### src/rtl/wvb_rd_ctrl.sv
// Waveform buffer read controller: streams one header-described event out of the
// buffer through a credit-limited skid FIFO, then pops the header.
module wvb_rd_ctrl #(
    parameter int P_ADR_WIDTH  = 12,
    parameter int P_DATA_WIDTH = 22,
    parameter int P_RD_LAT     = 2
) (
    input  logic                    clk,
    input  logic                    rst_n,
    input  logic                    en,
    input  logic                    hdr_empty,
    input  logic [P_ADR_WIDTH-1:0]  hdr_start_addr,
    input  logic [P_ADR_WIDTH-1:0]  hdr_stop_addr,
    output logic                    hdr_rdreq,
    output logic [P_ADR_WIDTH-1:0]  wvb_rd_addr,
    input  logic [P_DATA_WIDTH-1:0] wvb_rd_data,
    output logic                    wvb_rddone,
    output logic [P_ADR_WIDTH:0]    evt_len,
    output logic [P_DATA_WIDTH-1:0] dout_data,
    output logic                    dout_valid,
    output logic                    dout_first,
    output logic                    dout_last,
    input  logic                    dout_ready
);
    localparam int LW = P_ADR_WIDTH + 1;

    localparam logic [1:0] S_IDLE   = 2'd0;
    localparam logic [1:0] S_STREAM = 2'd1;
    localparam logic [1:0] S_DRAIN  = 2'd2;
    localparam logic [1:0] S_DONE   = 2'd3;

    logic [1:0]             state_q, state_d;
    logic [P_ADR_WIDTH-1:0] addr_q, addr_d;
    logic [LW-1:0]          len_q, len_d;
    logic [LW-1:0]          issued_q, issued_d;
    logic [P_ADR_WIDTH-1:0] span;

    logic [P_RD_LAT-1:0]    vld_pipe_q, first_pipe_q, last_pipe_q;

    logic [P_DATA_WIDTH-1:0] skid_data_q [4];
    logic [3:0]              skid_first_q, skid_last_q;
    logic [1:0]              wr_ptr_q, rd_ptr_q;
    logic [2:0]              skid_cnt_q;

    logic [2:0] in_flight;
    logic       issue, push, pop, tag_first, tag_last;

    assign span = hdr_stop_addr - hdr_start_addr;

    always_comb begin
        in_flight = 3'd0;
        for (int k = 0; k < P_RD_LAT; k++) begin
            in_flight = in_flight + 3'(vld_pipe_q[k]);
        end
    end

    // Credits cover both reads still in the RAM pipe and words parked in the skid,
    // so every returning word is guaranteed a slot.
    assign issue     = (state_q == S_STREAM) &&
                       (({1'b0, in_flight} + {1'b0, skid_cnt_q}) < 4'd4);
    assign tag_first = (issued_q == '0);
    assign tag_last  = (issued_q == (len_q - LW'(1)));
    assign push      = vld_pipe_q[P_RD_LAT-1];
    assign pop       = dout_valid && dout_ready;

    always_comb begin
        state_d  = state_q;
        addr_d   = addr_q;
        len_d    = len_q;
        issued_d = issued_q;
        case (state_q)
            S_IDLE: begin
                if (en && !hdr_empty) begin
                    addr_d   = hdr_start_addr;
                    len_d    = {1'b0, span} + LW'(1);
                    issued_d = '0;
                    state_d  = S_STREAM;
                end
            end
            S_STREAM: begin
                if (issue) begin
                    addr_d   = addr_q + P_ADR_WIDTH'(1);
                    issued_d = issued_q + LW'(1);
                    if (tag_last) state_d = S_DRAIN;
                end
            end
            S_DRAIN: begin
                if (pop && dout_last) state_d = S_DONE;
            end
            default: state_d = S_IDLE;
        endcase
    end

    always_ff @(posedge clk) begin
        if (!rst_n) begin
            state_q      <= S_IDLE;
            addr_q       <= '0;
            len_q        <= '0;
            issued_q     <= '0;
            vld_pipe_q   <= '0;
            first_pipe_q <= '0;
            last_pipe_q  <= '0;
        end else begin
            state_q         <= state_d;
            addr_q          <= addr_d;
            len_q           <= len_d;
            issued_q        <= issued_d;
            vld_pipe_q[0]   <= issue;
            first_pipe_q[0] <= issue && tag_first;
            last_pipe_q[0]  <= issue && tag_last;
            for (int k = 1; k < P_RD_LAT; k++) begin
                vld_pipe_q[k]   <= vld_pipe_q[k-1];
                first_pipe_q[k] <= first_pipe_q[k-1];
                last_pipe_q[k]  <= last_pipe_q[k-1];
            end
        end
    end

    always_ff @(posedge clk) begin
        if (!rst_n) begin
            wr_ptr_q     <= '0;
            rd_ptr_q     <= '0;
            skid_cnt_q   <= '0;
            skid_first_q <= '0;
            skid_last_q  <= '0;
            for (int i = 0; i < 4; i++) skid_data_q[i] <= '0;
        end else begin
            if (push) begin
                skid_data_q[wr_ptr_q]  <= wvb_rd_data;
                skid_first_q[wr_ptr_q] <= first_pipe_q[P_RD_LAT-1];
                skid_last_q[wr_ptr_q]  <= last_pipe_q[P_RD_LAT-1];
                wr_ptr_q               <= wr_ptr_q + 2'd1;
            end
            if (pop) rd_ptr_q <= rd_ptr_q + 2'd1;
            case ({push, pop})
                2'b10:   skid_cnt_q <= skid_cnt_q + 3'd1;
                2'b01:   skid_cnt_q <= skid_cnt_q - 3'd1;
                default: skid_cnt_q <= skid_cnt_q;
            endcase
        end
    end

    assign dout_valid  = (skid_cnt_q != 3'd0);
    assign dout_data   = dout_valid ? skid_data_q[rd_ptr_q] : '0;
    assign dout_first  = dout_valid && skid_first_q[rd_ptr_q];
    assign dout_last   = dout_valid && skid_last_q[rd_ptr_q];
    assign wvb_rd_addr = addr_q;
    assign evt_len     = len_q;
    assign wvb_rddone  = (state_q == S_DONE);
    assign hdr_rdreq   = (state_q == S_DONE);

endmodule

### config.mk
export PLATFORM = sky130hd
export DESIGN_NAME = wvb_rd_ctrl
export DESIGN_NICKNAME = d
export VERILOG_FILES = /design/src/rtl/wvb_rd_ctrl.sv
export SDC_FILE = /design/constraint.sdc
export NUM_CORES = 1
export LEC_CHECK = 0
export ABC_AREA = 1
export BUFFER_PORTS_ARGS = -buffer_cell sky130_fd_sc_hd__buf_4
export CAP_MARGIN = 20
export CORE_MARGIN = 2
export CORE_UTILIZATION = 45
export CTS_BUF_LIST = sky130_fd_sc_hd__clkbuf_4
export CTS_CLUSTER_DIAMETER = 60
export DETAILED_ROUTE_END_ITERATION = 6
export GPL_ROUTABILITY_DRIVEN = 0
export MAX_ROUTING_LAYER = met4
export PLACE_DENSITY = 0.63
export SLEW_MARGIN = 20
export SYNTH_ARGS = -nofsm -noshare
export SYNTH_HDL_FRONTEND = slang
export SYNTH_SLANG_ARGS = --single-unit
### constraint.sdc
create_clock -name clk -period 3.9 [get_ports clk]
set_clock_uncertainty 0.05 [all_clocks]
set_input_delay 0.195 -clock clk [delete_from_list [all_inputs] [get_ports clk]]
set_output_delay 0.195 -clock clk [all_outputs]
set_load 0.01 [all_outputs]
==> results of run 1 <==
[worst reg2reg max path, cell delays in order, from the launching register on]
cell and delay (ns):
dfxtp_1 0.42, inv_1 0.08, ha_1 0.18, buf_4 0.20
inv_1 0.32, o21ai_0 0.18, nand2_2 0.36, inv_2 0.25
o21ai_0 0.21, a31oi_1 0.06, dlygate4sd3_1 0.57
[kinds of logic (layout without fill, tap and decap cells)]
| logic type | after synthesis | count (layout) | share of synthesized area (%) |
|---|---|---|---|
| AOI/OAI and AO/OA | 177 | 177 | 11.56 |
| xor gates and xnor gates | 21 | 21 | 2.868 |
| adders and majority gates | 29 | 29 | 4.606 |
| buffers and inverters | 160 | 311 | 7.550 |
| DFF | 151 | 151 | 47.59 |
| other | 0 | 1 | 0 |
| and+or+nand+nor | 499 | 499 | 25.82 |
[power breakdown]
group / internal, mW / switching (mW)
Sequential: 1.83 / 0.135
Combinational: 0.543 / 0.840
Clock: 0.510 / 0.590
Total: 2.89 / 1.57
[worst paths after layout]
path	start	end	slack, ns	cells past startpoint
setup / recovery	state_q[1]	wvb_rd_addr[1]	0.95	10
hold / removal	hdr_stop_addr[0]	evt_len[0]	0.1	5
setup reg to reg	state_q[1]	wvb_rd_addr[1]	0.95	10
hold reg to reg	first_pipe_q[0]	first_pipe_q[1]	0.38	2
[area by class of cell]
class	instances	area, µm²	area share (%)
antenna	1	2.502	0.02516
inverter	123	461.7	4.642
sequential	151	3904	39.25
timing repair buffer	156	1274	12.81
tap	229	286.5	2.881
multi-input combinational	726	3691	37.11
clock buffer	17	127.6	1.283
clock inverter	15	198.9	2.000
[per-layer routing]
metal	vias up	global-route usage (%)
li1	3658	-
met3	14	3.522
met2	166	36.66
met4	0	5.369
met5	-	-
met1	3269	26.88
[registers in the layout (all words and copies together), names as in the netlist, named ones only]
name          cells
rd_ptr_q          2
skid_last_q       4
last_pipe_q       2
wvb_rd_addr      12
state_q           2
wr_ptr_q          2
skid_cnt_q        3
skid_first_q      4
skid_data_q      88
vld_pipe_q        2
issued_q         13
evt_len          13
first_pipe_q      2
[through the flow]
stage / worst slack (ns) / instance area [µm²]
after floorplan: 1.093 / 8203
after global placement: 1.507 / 9206
after detailed placement: 1.428 / 9206
after CTS: 0.9463 / 9943
after global routing: 0.6051 / 9946
final: 0.9476 / 9946
[layout by cell type, fill, tap and decap left out, drive strengths merged, types with 27 or more instances in the layout]
cell type	count
nor2	269
nand2	157
inv	125
buf	115
o21ai	93
edfxtp	88
dfxtp	63
a21oi	61
dlygate4sd3	41
nand3	40
ha	27
==> run_results.csv, run 1 <==
group,metric,value,unit
critical_path,endpoint_kind,"flop",
layout,post-route-util,55.56,%
sta,setup_violations,0,
layout,nFillCells,1700,
floorplan,dieArea,0.01933,mm²
critical_path,critPathTopFamily,"buffers and inverters",
global_routing,grt_pass1_wl,32720,µm
critical_path,path_cells,"inv_1 -> ha_1 -> buf_4 -> inv_1 -> o21ai_0 -> nand2_2 -> inv_2 -> o21ai_0 -> a31oi_1 -> dlygate4sd3_1",
sta,whs,0.09715,ns
synthesis,syn_nets,1117,
floorplan,start_util,45.82,%
critical_path,worst-setup-path-type,"flop to flop",
global_routing,antenna_found_initial,1,
power,p_leak,4.332,nW
clocking,cts_resized,0,
outcome,outcome,"completed",
power,p_per_area,447.7,mW/mm²
global_routing,grt_util_all_layers,21.53,%
detailed_routing,antenna_left,0,
detailed_routing,drc,0,
synthesis,yosys_warnings,0,
critical_path,worstPathRequired,4.31,ns
clocking,post-cts-setup-buffers,0,
floorplan,design.core.area,0.01790,mm²
global_routing,first_global_vias,6802,
synthesis,syn-cell-area,0.008203,mm²
clocking,clockBufferDepth,2,
power,totalPowerFinal,4.453,mW
global_routing,grt_overflow,0,
synthesis,netlist.area_leader.share,32.21,%
placement,place_inst,1344,
synthesis,yosys-top-cells-count,"nor2_1, nand2_1, inv_1",
clocking,htreeDepth,4,
detailed_routing,vias_per_cell,5.012,
detailed_routing,via_count,7107,
synthesis,synth_edf_count,88,
floorplan,fp-row-count,49,
critical_path,critical_path.slowest_cell,"dlygate4sd3_1",
detailed_routing,drt-met1-wl,8892,µm
clocking,cts_tree,"built",
synthesis,yosysUniqueCellTypes,43,
floorplan,die_w,139.0,µm
synthesis,synthFlopType,"edfxtp_1",
sta,slew_violations,0,
layout,drive_gt1_share,15.91,%
detailed_routing,met3_length,949,µm
clocking,clk_latency,0.56,ns
sta,fmaxAchievable,338.7,MHz
critical_path,start_kind,"flop",
synthesis,synth_area_leader_cell,"edfxtp_1",
critical_path,worst_ep_arrival_time,3.37,ns
detailed_routing,maxUsedRoutingLayer,"met4",
detailed_routing,dr.pass1.iters,5,
critical_path,worst-path-buf-inv,5,
sta,fin_tns_setup,0,ns
synthesis,synthCells,1037,
synthesis,avgSynthCellArea,7.910,µm²
sta,tightest_slew,0.8493,ns
clocking,clock_sinks,151,
global_routing,grt_start_max_net_pins,45,
detailed_routing,drt_iter0_drc,379,
layout,nNetsFinal,1255,
synthesis,yosysMostFrequentCell,"nor2_1",
sta,layout_min_cycle_time,2.952,ns
sta,rsz0062_at_grt,"no",
sta,period_share,75.70,%
sta,hold_violations,0,
sta,max_slew_margin,43.32,%
detailed_routing,finalWirelength,19880,µm
placement,hpwl,13740,µm
clocking,numCtsBuffers,17,
synthesis,synth.yosys.seq_area_share,47.59,%
critical_path,crit_fanout,20,
flow_run,max_cap_violations,0,
layout,syn_to_final_growth,21.25,%
clocking,cts_root_buf,"clkbuf_4",
synthesis,ys_ff_latch,151,
detailed_routing,wl_per_cell,14.02,µm
placement,port_buffers,102,
floorplan,ioPinCount,103,
synthesis,async_flop_share,0,%
critical_path,cpPeakStageDelay,0.57,ns
detailed_routing,route.met2.wl,9872,µm
clocking,cts_hold_buf,41,
clocking,clk_pin_slew,0.13,ns
min_path,worstHoldPathType,"primary input to flop",
power,vdd_ir_drop_max,0.2358,mV
layout,final-instance-count-excl-fill,1418,
synthesis,ys_top_cells_by_area,"edfxtp_1, dfxtp_1, nor2_1, nand2_1, inv_1",
floorplan,die_y,139.0,µm
Note: power is estimated with default switching activity, not from simulation.
==> run 2: changes to the inputs <==
- clock period: 3.9 -> 2.89 ns (I/O delays scaled with it)
==> run 2 against run 1 <==
Flip-flop and latch count unchanged. Largest power group unchanged. Worst setup slack worse by 0.54 ns. Largest cell class unchanged. Worst hold slack worse by 0.058 ns.
==> run_results.csv, run 2 (synthesis gave the netlist of run 1 again) <==
group,metric,value,unit
layout,ff_latch_area,0.003904,mm²
outcome,outcome,"completed",
placement,hpwl,13780,µm
clocking,clk_pin_slew,0.14,ns
layout,final-instance-count-excl-fill,1422,
detailed_routing,finalWirelength,20230,µm
detailed_routing,route.met2.wl,10160,µm
floorplan,ioPinCount,103,
detailed_routing,drt_iter0_drc,363,
detailed_routing,met3_length,903,µm
clocking,cts_root_buf,"clkbuf_4",
flow_run,max_cap_violations,0,
sta,fin_tns_setup,0,ns
critical_path,crit_fanout,19,
layout,multi_input_area,0.003691,mm²
critical_path,worst-setup-path-type,"flop to flop",
power,power_switching,2.180,mW
power,totalPowerFinal,5.798,mW
power,cellInternalPower,3.618,mW
detailed_routing,dr.pass1.iters,6,
clocking,clk_latency,0.57,ns
sta,tightest_slew,0.8549,ns
layout,syn_to_final_growth,20.88,%
critical_path,endpoint_kind,"flop",
floorplan,fp-row-count,49,
layout,nNetsFinal,1259,
floorplan,start_util,45.82,%
clocking,clockBufferDepth,2,
power,pwr-share-comb,33.4,%
detailed_routing,drt-met1-wl,8813,µm
floorplan,die_y,139.0,µm
detailed_routing,drc,0,
floorplan,design.core.area,0.01790,mm²
global_routing,grt_util_all_layers,21.97,%
sta,fmaxAchievable,402.5,MHz
power,seqPwrFrac,45.5,%
layout,drive_gt1_share,15.94,%
min_path,worst_hold_startpoint,"hdr_stop_addr[0]",
sta,hold_violations,0,
clocking,post-cts-setup-buffers,0,
critical_path,start_kind,"flop",
sta,slew_violations,0,
critical_path,timing.rr.start,"skid_cnt_q[0]",
layout,largest_register_ffs,88,
clocking,cts_tree,"built",
min_path,worstHoldPathCells,5,
global_routing,first_global_vias,6915,
layout,top_register,"skid_data_q",
placement,port_buffers,102,
critical_path,worst_ep_arrival_time,2.96,ns
global_routing,antenna_found_initial,1,
power,switching_share,37.60,%
global_routing,grt_pass1_wl,33280,µm
sta,period_share,85.96,%
floorplan,die_w,139.0,µm
power,p_leak,4.329,nW
detailed_routing,via_count,7167,
layout,nFillCells,1720,
sta,rsz0062_at_grt,"no",
sta,whs,0.03906,ns
detailed_routing,maxUsedRoutingLayer,"met4",
critical_path,crit_start,"skid_cnt_q[0]",
sta,finalWorstSetupSlack,0.4058,ns
critical_path,worstPathRequired,3.36,ns
layout,most-common-layout-cells,"nor2_1, nand2_1, buf_4",
clocking,clock_sinks,151,
placement,place_ws,0.6755,ns
detailed_routing,wl_per_cell,14.22,µm
placement,place_inst,1346,
clocking,numCtsBuffers,17,
floorplan,dieArea,0.01933,mm²
critical_path,r2r_slack,0.41,ns
power,clkPwrFrac,21.0,%
sta,layout_min_cycle_time,2.484,ns
critical_path,r2r_cells,11,
detailed_routing,antenna_left,0,
power,p_per_area,584.7,mW/mm²
min_path,worstHoldPathType,"primary input to flop",
sta,max_slew_margin,42.94,%
global_routing,grt_start_max_net_pins,45,
detailed_routing,vias_per_cell,5.040,
power,vdd_ir_drop_max,0.4344,mV
global_routing,grt_overflow,0,
sta,setup_violations,0,
layout,final_common_cell,"nor2_1",
clocking,htreeDepth,4,
## run 2: changes by cell type in the layout (fill, tap and decap cells not counted), sizes merged
cell,previous run,this run
inv,125,132
dlygate4sd3,41,43
clkinv,5,6
buf,115,117
bufinv,4,0
clkinvlp,4,0
## run 2: area by class of cell
| cell class | instances | area share, % |
|---|---|---|
| multi-input cells | 726 | 37.22 |
| repair buffers | 160 | 13.20 |
| well taps | 229 | 2.890 |
| inverters | 123 | 4.656 |
| clock inverters | 15 | 1.350 |
| diodes | 1 | 0.02524 |
| flip-flops and latches | 151 | 39.37 |
| clock buffers | 17 | 1.287 |
## run 2: per-stage QoR
step | instance area [µm²] | utilization (%)
floorplan | 8203 | -
global placement | 9221 | 51.51
detailed placement | 9221 | 51.51
CTS | 9913 | 55.37
global route | 9916 | 55.39
finish | 9916 | 55.39
## run 2: power by group through the flow
stage | logic [mW] | clock network, mW | registers (mW)
4_1_cts | 1.94 | 1.25 | 2.64
3_5_place_dp | 1.85 | 0 | 2.69
2_1_floorplan | 1.25 | 0 | 2.67
3_3_place_gp | 1.83 | 0 | 2.69
5_1_grt | 2.19 | 1.34 | 2.67
6_report | 1.94 | 1.22 | 2.64
## run 2: routing by layer
metal,vias to the layer above,GRT usage [%]
li1,3668,-
met1,3288,26.10
met2,186,38.32
met3,25,3.833
met4,0,6.486
met5,-,-
## run 2: what timing repair did
action | in CTS | in global routing
gates resized for setup | 0 | 0
hold buffers | 43 | 0
hold endpoints to repair | 126 | 0
endpoints found under the setup margin | 0 | 0
## run 2: final timing paths
check                                      end
worst max-delay path            wvb_rd_addr[8]
worst min-delay path                evt_len[0]
worst max register to register  wvb_rd_addr[8]
worst min register to register  last_pipe_q[1]
## run 2: critical path, cell delays in order, from the launching register on
cell and delay, ns:
dfxtp_1 0.43, ha_1 0.27, a21oi_2 0.13, o21ai_1 0.09
nand2_2 0.08, nand2_2 0.15, inv_2 0.32, o211ai_1 0.14
o21ai_1 0.09, nand2_1 0.06, dlygate4sd3_1 0.57, inv_1 0.05
==> run 3: changes to the inputs <==
- CORE_UTILIZATION: 45 -> 60
- PLACE_DENSITY: 0.63 -> 0.81
==> run 3 against run 2 <==
Cell area fell by 0.83%. Global-route usage rose by 6.0 points. Sequential share of layout area rose by 0.33 points. Critical path type unchanged. Critical endpoint is now wvb_rd_addr[2]. Largest cell class unchanged. Highest routed layer unchanged.
==> run_results.csv, run 3 (synthesis gave the netlist of run 1 again) <==
group,metric,value,unit
outcome,outcome,"completed",
global_routing,first_global_vias,6986,
sta,finalWorstSetupSlack,0.2174,ns
floorplan,fp-row-count,42,
detailed_routing,via_count,7253,
placement,place_inst,1292,
detailed_routing,dr.pass1.iters,5,
floorplan,ioPinCount,103,
power,p_leak,4.320,nW
sta,hold_violations,0,
sta,period_share,92.48,%
floorplan,start_util,61.70,%
clocking,clk_latency,0.52,ns
detailed_routing,drt_iter0_drc,533,
placement,port_buffers,102,
critical_path,worstPathRequired,3.32,ns
layout,most-common-layout-cells,"nor2_1, nand2_1, buf_4",
power,totalPowerFinal,5.805,mW
floorplan,die_w,120.9,µm
global_routing,grt_pass1_wl,31480,µm
clocking,numCtsBuffers,17,
layout,syn_to_final_growth,19.87,%
critical_path,worstReg2RegEnd,"wvb_rd_addr[2]",
critical_path,worst-setup-path-type,"flop to flop",
global_routing,antenna_found_initial,1,
critical_path,timing.rr.start,"state_q[1]",
sta,layout_min_cycle_time,2.673,ns
clocking,htreeDepth,4,
clocking,cts_tree,"built",
floorplan,design.core.area,0.01330,mm²
clocking,clockBufferDepth,2,
global_routing,grt_overflow,0,
clocking,cts_root_buf,"clkbuf_4",
global_routing,grt_util_all_layers,27.95,%
detailed_routing,finalWirelength,19140,µm
critical_path,endpoint_kind,"flop",
layout,final-instance-count-excl-fill,1366,
sta,setup_violations,0,
critical_path,r2r_slack,0.22,ns
min_path,worst_hold_startpoint,"en",
detailed_routing,wl_per_cell,14.01,µm
sta,fmaxAchievable,374.2,MHz
min_path,worstHoldPathCells,5,
layout,largest_register_ffs,88,
global_routing,grt_start_max_net_pins,45,
detailed_routing,drc,0,
sta,slew_violations,0,
clocking,clk_pin_slew,0.14,ns
floorplan,dieArea,0.01462,mm²
layout,drive_gt1_share,16.06,%
sta,max_slew_margin,47.25,%
min_path,worstHoldPathType,"primary input to flop",
floorplan,die_y,120.9,µm
flow_run,max_cap_violations,0,
clocking,clock_sinks,151,
critical_path,r2r_cells,10,
min_path,whs_endpoint,"issued_q[0]",
critical_path,start_kind,"flop",
layout,top_register,"skid_data_q",
layout,nNetsFinal,1256,
power,vdd_ir_drop_max,0.3270,mV
layout,nFillCells,1014,
critical_path,crit_fanout,20,
placement,place_ws,0.5809,ns
critical_path,worst_ep_arrival_time,3.10,ns
sta,tightest_slew,0.7904,ns
layout,final_common_cell,"nor2_1",
placement,hpwl,12890,µm
detailed_routing,vias_per_cell,5.310,
power,p_per_area,590.3,mW/mm²
detailed_routing,antenna_left,0,
## run 3: changes by cell type in the layout (fill, tap and decap cells not counted), moves of 2 or more
cell | previous run | this run
dlygate4sd3_1 | 43 | 41
clkinv_1 | 3 | 1
clkinv_2 | 0 | 2
clkinvlp_4 | 0 | 2
inv_6 | 8 | 5
## run 3: layout make-up
cell class	instances	area, µm²	share of cell area, %
Antenna cell	1	2.502	0.02545
Clock buffer	18	135.1	1.374
Clock inverter	14	141.4	1.438
Inverter	123	464.2	4.721
Multi-Input combinational cell	726	3685	37.47
Sequential cell	151	3904	39.70
Tap cell	176	220.2	2.239
Timing Repair Buffer	157	1281	13.03
## run 3: metal layers
metal	GRT usage, %	wire [µm]
met2	48.98	9783
met5	-	0
met3	5.310	1180
met4	10.54	405
met1	31.76	7775
## run 3: critical path: stages (launching register included)
cell and delay (ns):
dfxtp_1 0.38, inv_1 0.10, ha_1 0.15, buf_4 0.22
inv_1 0.08, o21ai_0 0.21, nand2_2 0.30, inv_4 0.28
o21ai_0 0.13, a31oi_1 0.16, dlygate4sd3_1 0.56
## run 3: how the worst max path moves through the flow
stage                           from           endpoint  slack, ns  depth (start not counted)
CTS                       state_q[1]     wvb_rd_addr[2]       0.17                         10
finish                    state_q[1]     wvb_rd_addr[2]       0.22                         10
floorplan              vld_pipe_q[1]  skid_data_q[3][0]       0.08                          4
detailed placement  hdr_stop_addr[0]        evt_len[10]       0.58                         15
global placement    hdr_stop_addr[0]        evt_len[10]       0.73                         15
global route              state_q[1]     wvb_rd_addr[2]     -0.003                         10
## run 3: per-stage QoR
stage	util [%]	area [µm²]	TNS [ns]	hold WS (ns)
2_1_floorplan	-	8203	0	0.2430
5_1_grt	73.96	9833	-0.003068	0.04136
3_5_place_dp	68.76	9141	0	0.3598
3_3_place_gp	68.76	9141	0	0.3423
6_report	73.96	9833	0	0.03786
4_1_cts	73.92	9828	0	0.005102
## run 3: power by group
part	switching [mW]	total [mW]	internal (mW)
clock network	0.810	1.27	0.465
registers	0.159	2.64	2.48
logic	1.15	1.89	0.742
## run 3: timing repair
item | in CTS | in global routing
hold endpoints to repair | 123 | 0
setup buffers | 0 | 0
hold buffers | 41 | 0
setup endpoints to repair | 0 | 3
gates resized for setup | 0 | 2
